File: config.mk
export PLATFORM = sky130hd
export DESIGN_NAME = cpu_run_ctrl
export DESIGN_NICKNAME = d
export VERILOG_FILES = /design/src/rtl/cpu_run_ctrl_pkg.sv /design/src/rtl/cpu_run_ctrl_halt_detector.sv /design/src/rtl/cpu_run_ctrl.sv
export SDC_FILE = /design/constraint.sdc
export NUM_CORES = 1
export LEC_CHECK = 0
export ABC_AREA = 1
export CORE_ASPECT_RATIO = 1.1
export CORE_MARGIN = 8
export CORE_UTILIZATION = 45
export CTS_CLUSTER_SIZE = 24
export DETAILED_ROUTE_END_ITERATION = 10
export PLACE_DENSITY = 0.7
export SYNTH_ARGS = -nofsm -noshare
export SYNTH_HDL_FRONTEND = slang
export SYNTH_HIERARCHICAL = 1
export SYNTH_SLANG_ARGS = --single-unit
File: constraint.sdc
create_clock -name clk -period 2.1 [get_ports clk]
set_input_delay 0.42 -clock clk [delete_from_list [all_inputs] [get_ports clk]]
set_output_delay 0.42 -clock clk [all_outputs]
set_load 0.05 [all_outputs]
File: src/rtl/cpu_run_ctrl_pkg.sv
// Shared definitions for the CPU run controller: reset levels, FSM encoding and
// default parameter values.
package cpu_run_ctrl_pkg;

  localparam logic RstEnable  = 1'b1;
  localparam logic RstDisable = 1'b0;

  typedef enum logic [1:0] {
    StIdle    = 2'd0,
    StRstHold = 2'd1,
    StRun     = 2'd2,
    StDone    = 2'd3
  } run_state_e;

  localparam int unsigned PcWDefault       = 32;
  localparam int unsigned RstCyclesDefault = 4;
  localparam int unsigned MaxCyclesDefault = 90;
  localparam int unsigned HaltStableDefault = 8;
  localparam int unsigned SigRegDefault    = 31;
  localparam logic [31:0] PassValueDefault = 32'h1;

endpackage

File: src/rtl/cpu_run_ctrl_halt_detector.sv
// PC-stability tracker: flags a halt when HALT_STABLE consecutive valid samples
// carry the same PC. Invalid cycles hold the tracking state.
module halt_detector #(
  parameter int unsigned PC_W        = 32,
  parameter int unsigned HALT_STABLE = 8
) (
  input  logic            clk,
  input  logic            rst,
  input  logic            clear,
  input  logic [PC_W-1:0] pc,
  input  logic            pc_valid,
  output logic            halted
);

  localparam int unsigned     CntW   = $clog2(HALT_STABLE + 1);
  localparam logic [CntW-1:0] CntMax = CntW'(HALT_STABLE);

  logic [PC_W-1:0] last_pc_q, last_pc_d;
  logic [CntW-1:0] stable_cnt_q, stable_cnt_d;

  always_comb begin
    stable_cnt_d = stable_cnt_q;
    last_pc_d    = last_pc_q;
    if (pc_valid) begin
      if (pc == last_pc_q) begin
        // Saturate so a long stall cannot wrap back below the threshold.
        if (stable_cnt_q != CntMax) begin
          stable_cnt_d = stable_cnt_q + 1'b1;
        end
      end else begin
        stable_cnt_d = CntW'(1);
        last_pc_d    = pc;
      end
    end
  end

  // Combinational so the controller sees the halt in the same cycle as the final sample.
  assign halted = (stable_cnt_d == CntMax);

  always_ff @(posedge clk) begin
    if (rst || clear) begin
      stable_cnt_q <= '0;
      last_pc_q    <= '0;
    end else begin
      stable_cnt_q <= stable_cnt_d;
      last_pc_q    <= last_pc_d;
    end
  end

endmodule

File: src/rtl/cpu_run_ctrl.sv
// CPU run controller: holds the core in reset, runs it until it halts or times
// out, and reports pass/fail from the signature register writes.
module cpu_run_ctrl
  import cpu_run_ctrl_pkg::*;
#(
  parameter int unsigned PC_W        = PcWDefault,
  parameter int unsigned RST_CYCLES  = RstCyclesDefault,
  parameter int unsigned MAX_CYCLES  = MaxCyclesDefault,
  parameter int unsigned HALT_STABLE = HaltStableDefault,
  parameter int unsigned SIG_REG     = SigRegDefault,
  parameter logic [31:0] PASS_VALUE  = PassValueDefault
) (
  input  logic            clk,
  input  logic            rst,
  input  logic            start,
  input  logic [PC_W-1:0] core_pc,
  input  logic            core_pc_valid,
  input  logic            wb_we,
  input  logic [4:0]      wb_addr,
  input  logic [31:0]     wb_data,
  output logic            core_rst,
  output logic            running,
  output logic            done,
  output logic            pass,
  output logic            fail,
  output logic            timeout,
  output logic [31:0]     cycle_count,
  output logic [31:0]     signature
);

  localparam logic [4:0]  SigAddr   = 5'(SIG_REG);
  localparam logic [31:0] HoldLast  = 32'(RST_CYCLES - 1);
  localparam logic [31:0] TimeoutAt = 32'(MAX_CYCLES - 1);

  run_state_e  state_q;
  logic [31:0] hold_cnt_q;
  logic        accept;
  logic        halted;
  logic [31:0] sig_next;
  logic        sig_ok;

  assign accept   = start && ((state_q == StIdle) || (state_q == StDone));
  // A signature write in the final RUN cycle still counts toward the verdict.
  assign sig_next = (wb_we && (wb_addr == SigAddr)) ? wb_data : signature;
  assign sig_ok   = (sig_next == PASS_VALUE);

  halt_detector #(
    .PC_W        (PC_W),
    .HALT_STABLE (HALT_STABLE)
  ) u_halt_detector (
    .clk      (clk),
    .rst      (rst),
    .clear    (accept),
    .pc       (core_pc),
    .pc_valid (core_pc_valid),
    .halted   (halted)
  );

  always_ff @(posedge clk) begin
    if (rst == RstEnable) begin
      state_q     <= StIdle;
      hold_cnt_q  <= '0;
      core_rst    <= RstEnable;
      running     <= 1'b0;
      done        <= 1'b0;
      pass        <= 1'b0;
      fail        <= 1'b0;
      timeout     <= 1'b0;
      cycle_count <= '0;
      signature   <= '0;
    end else begin
      unique case (state_q)
        StIdle, StDone: begin
          if (start) begin
            state_q     <= StRstHold;
            hold_cnt_q  <= '0;
            core_rst    <= RstEnable;
            running     <= 1'b0;
            done        <= 1'b0;
            pass        <= 1'b0;
            fail        <= 1'b0;
            timeout     <= 1'b0;
            cycle_count <= '0;
            signature   <= '0;
          end
        end
        StRstHold: begin
          if (hold_cnt_q == HoldLast) begin
            state_q  <= StRun;
            core_rst <= RstDisable;
            running  <= 1'b1;
          end else begin
            hold_cnt_q <= hold_cnt_q + 32'd1;
          end
        end
        StRun: begin
          cycle_count <= cycle_count + 32'd1;
          signature   <= sig_next;
          // Halt takes priority over a coincident timeout.
          if (halted) begin
            state_q  <= StDone;
            core_rst <= RstEnable;
            running  <= 1'b0;
            done     <= 1'b1;
            pass     <= sig_ok;
            fail     <= !sig_ok;
            timeout  <= 1'b0;
          end else if (cycle_count == TimeoutAt) begin
            state_q  <= StDone;
            core_rst <= RstEnable;
            running  <= 1'b0;
            done     <= 1'b1;
            pass     <= 1'b0;
            fail     <= 1'b1;
            timeout  <= 1'b1;
          end
        end
        default: begin
          state_q  <= StIdle;
          core_rst <= RstEnable;
          running  <= 1'b0;
          done     <= 1'b0;
        end
      endcase
    end
  end

endmodule

Word level (Yosys, flattened, before mapping)
Index checks and enable logic that the tools add are counted.

word-level totals
  bits in registers = 140
  input port bits = 74
  output and inout bits = 70
  word-level logic and storage cells = 75

cells by class
  add/subtract/negate cells = 3
  equal/unequal tests = 14
  multiplexer cells = 31
  bitwise gates (word level) = 1
  reduce and logical (&&, ||, !) cells = 14

operator list
  operator               number
  $pmux 32 s2            3
  $mux 32                3
  $add 32x1->32 const B  2
  $eq 32x1->1 const B    1
  $eq 32x2->1 const B    1
  $eq 32x32->1           1
  $eq 32x7->1 const B    1
  $mux 4                 3
  $mux 1                 11
  $reduce_and 3->1       3
  $mux 2                 4
  $pmux 1 s2             4
  $ne 2x2->1 const B     3
  $pmux 1 s3             2
  $pmux 2 s3             1
  $eq 5x5->1 const B     1
  $add 4x1->4 const B    1
  $eq 2x2->1 const B     2
  $eq 4x4->1 const B     1
  $ne 4x4->1 const B     1
  $reduce_and 2->1       2
  $reduce_bool 2->1      2
  $ne 3x3->1 const B     1
  $eq 2x1->1 const B     1
  other kinds (6)        8

Longest topological paths before layout
Gate-level depths: netlist (run 1).

  word-level depth = 7
  gate-level depth with buffers = 19
  mapped depth without buffers = 19

Cells and area by module
Netlist (run 1), hierarchy kept.

by module, submodules not included
  module         instances  cells an instance  area each (um2)  sequential area each (um2)
  cpu_run_ctrl   1          1009               6291.0           2082.0
  halt_detector  1          319                2040.7           720.7

Least setup slack after synthesis (run 1)
No wires, ideal clock.

  path kind = flip-flop to flip-flop
  start = register cycle_count[0]
  end = register cycle_count[24]
  library setup time = 121 ps
  arrival = 1937 ps
  required time = 1979 ps
  slack = 43 ps
  cell stages (with the launch flop) = 13
  path buffers = 0
  period minus slack after synthesis = 2057 ps
  cell sequence = dfxtp_1 ha_1 nand3_1 inv_1 nand2_2 nor2_2 nand2_2 nor2_4 nand2_2 clkinv_2 nand2_4 nor3_1 nor3_2

between the ends
  longest elaborated chain between the ends = 2

RTL lines
  what                      RTL line            source
  start: declaration        cpu_run_ctrl.sv:27  output logic [31:0] cycle_count,
  start signal: assignment  cpu_run_ctrl.sv:97  cycle_count <= cycle_count + 32'd1;
  $add 32x1->32             cpu_run_ctrl.sv:97
  $pmux 32 s2               cpu_run_ctrl.sv:72  unique case (state_q)

Every way passes these cells.
A chain may end at the register's enable or synchronous reset.

Final worst setup path (run 1)
  start = register signature[11]
  end = output port signature[11]

RTL lines
  what                      RTL line            source
  start: declaration        cpu_run_ctrl.sv:28  output logic [31:0] signature
  start signal: assignment  cpu_run_ctrl.sv:98  signature <= sig_next;

No word-level cell between the ends.

==> flow_summary.toml, run 1 <==
[routing]
routed_wl_microns = 25320
wl_per_cell_microns = 14.24
drc = 0
first_pass_iters = 5
ant_nets = 0
vias = 8821
drt_iter0_drc = 529
viasPerCell = 4.961

[place]
io_buffer_count = 143
dp.cells = 1742
placed_area_sq_um = 10360
pre_cts_ws_ns = -0.6715
gp_congestion = 0.9559
hpwl_microns = 18590

[global_route]
grt_max_degree = 49
globalRouteMet3Util_pct = 3.155
grt_use_met2_pct = 37.85
use_met1_pct = 25.04
grt_usage_pct = 21.37
grt_pass1_vias = 8400
grt-ovfl-total = 0
grt_busiest_layer = "met2"
grt_first_pass_wirelength_microns = 41050
antenna_found_initial = 0

[critical_path]
reg2reg_depth = 18
slowest_delay_ns = 0.84
crit_path_top_delay_cell = "clkdlybuf4s50_1"
cp_num_buf_inv = 1
required_ns = 1.68
path_delay_family = "buffers and inverters"
reg2reg_to = "fail"
arrival_ns = 1.63
end_kind = "primary output"
rrSetupSlack_ns = 0.09
path_max_fanout = 3
start_kind = "flip-flop"
cp_cell_sequence = "clkdlybuf4s50_1"
critical_path_class = "flip-flop to primary output"
r2r_start = "u_halt_detector/last_pc_q[8]"

[floorplanning]
row_count = 52
start_util_pct = 45.57
die_w_microns = 145.7
core_sq_um = 18280
ios = 144
die_y_microns = 158.7
die_area_sq_um = 23130

[final_layout]
syn2layout_area_growth_pct = 36.04
finalInstanceArea_sq_um = 11330
fin_cells = 1778
final_layout_size_suffix_gt1_share_pct = 16.03
layout.cells.most_common = "nand2_1"
final_nets = 1605
final_core_util_pct = 62.00
layout_common_cells = "nand2_1 (411), nor2_1 (200), dfxtp_1 (121)"
diodes = 0

[sta]
period_share_pct = 97.64
fin_ws_ns = 0.04955
setup_violations = 0
worst_pin_slew_ns = 0.5825
hold_violations = 0
timing.hold.ws_ns = 0.3294
fin_crit_ns = 2.050
report.final.slew_viol_count = 0
rsz0062_at_grt = "true"
fin_worst_skew_ns = 0.006641
fmax_mhz = 487.7
max_slew_margin_pct = 61.05

[clocking]
path_clk_slew_ns = 0.06
numCtsBuffers = 17
htreeDepth = 4
clk_latency_ns = 0.42
clock-sinks = 140
cts_tree = "done"
cts_root_buf = "clkbuf_16"
clock_path_buffers = 2

[power]
cellPowerDensity_nw_per_um2 = 809.3
vdd_drop_max_uv = 752.6
p_leak_nw = 4.791

[hold_path]
min_to = "cycle_count[1]"
min_path_cells = 2
worst_hold_startpoint = "rst"
hold_path.class = "primary input to flip-flop"

[synthesis]
yosys_warnings = 6
synth_ff_type = "dfxtp_1"
seq_area_frac_synth_pct = 33.64
postSynthAreaPerCell_sq_um = 6.274
ys_async_sr_fraction_pct = 0
ys_seq_elements = 140
synth_nets = 1410
synth_edf_count = 0
synth_area_sq_um = 8332
synth_cell_type_count = 41
syn_inst = 1328

[job]
maxCapViolCount = 0

[status]
status = "complete, no violations"
## kinds of logic (layout without fill, tap and decap cells)
logic type / after synthesis / in the layout / synth area share (%)
simple gates: 809 / 809 / 41.61
buf+inv: 171 / 378 / 9.130
compound gates: 155 / 155 / 9.686
flops: 140 / 140 / 33.64
fa+ha+maj: 8 / 8 / 1.201
xor+xnor: 45 / 45 / 4.730
## worst max path at each step
| stage | start | end | slack, ns | depth (start not counted) |
|---|---|---|---|---|
| floorplan | cycle_count[0] | cycle_count[24] | 0.04 | 12 |
| global placement | core_pc[10] | fail | -0.67 | 18 |
| detailed placement | core_pc[9] | state_q[1] | -0.67 | 17 |
| CTS | cycle_count[30] | cycle_count[30] | 0.002 | 1 |
| global route | u_halt_detector/last_pc_q[27] | pass | -0.07 | 15 |
| finish | signature[11] | signature[11] | 0.05 | 1 |
## through the flow
stage | total power (W) | setup TNS [ns]
floorplan | 0.004510 | 0
global placement | 0.005410 | -8.924
detailed placement | 0.005429 | -9.043
CTS | 0.009072 | 0
global route | 0.009635 | -0.1680
finish | 0.009173 | 0
## synth_stat cells (7+ instances only)
library cell	number	area (sq um)
nand3b_1	10	75.07
nor2_1	217	814.5
a21oi_1	92	460.4
clkbuf_1	15	56.30
buf_4	7	52.55
xnor2_1	28	245.2
nand2_1	418	1569
nand2_2	9	56.30
nor2_2	15	93.84
nor3_1	36	180.2
inv_1	120	450.4
o21ai_0	35	175.2
buf_6	10	112.6
dfxtp_1	140	2803
xor2_1	17	148.9
nand4_1	23	143.9
ha_1	8	100.1
nand3_1	58	290.3
o21ai_1	18	90.09
buf_2	9	45.04
## report_power, final
group | internal (W) | switching, W
registers | 0.00284 | 0.000149
logic | 0.00101 | 0.00161
clock network | 0.00240 | 0.00115
## timing repair
action                                  in CTS  in global routing
hold buffers                                 0                  0
pin swaps                                   24                 32
endpoints found under the setup margin      29                 58
setup buffers                                5                  1
resized for setup                           78                 69
## registers in the layout, indices dropped and copies added (netlist names)
name	cells
timeout	1
pass	1
u_halt_detector/stable_cnt_q	4
state_q	2
core_rst	1
done	1
fail	1
signature	32
cycle_count	32
running	1
u_halt_detector/last_pc_q	32
hold_cnt_q	32
## routing by layer
metal / vias up / part of all wire [%]
li1: 4586 / -
met1: 4019 / 44
met4: 0 / 2.6
met3: 45 / 3.4
met2: 171 / 50
met5: - / 0
## layout make-up
class | instances | area (sq um)
fill | 1671 | 6948
clock inverter | 11 | 239.0
multi-input combinational | 1017 | 5026
tap | 243 | 304.0
clock buffer | 20 | 456.7
timing repair buffer | 219 | 1996
sequential | 140 | 2826
inverter | 128 | 486.7
No activity file was read; power rests on OpenSTA's default activity.
==> run 2: changes to the inputs <==
Settings changed: CTS_CLUSTER_SIZE 24 to 8, SLEW_MARGIN from default to 20.
==> results of run 2 <==
The final DEF is identical to that of run 1; final timing and power are the same.
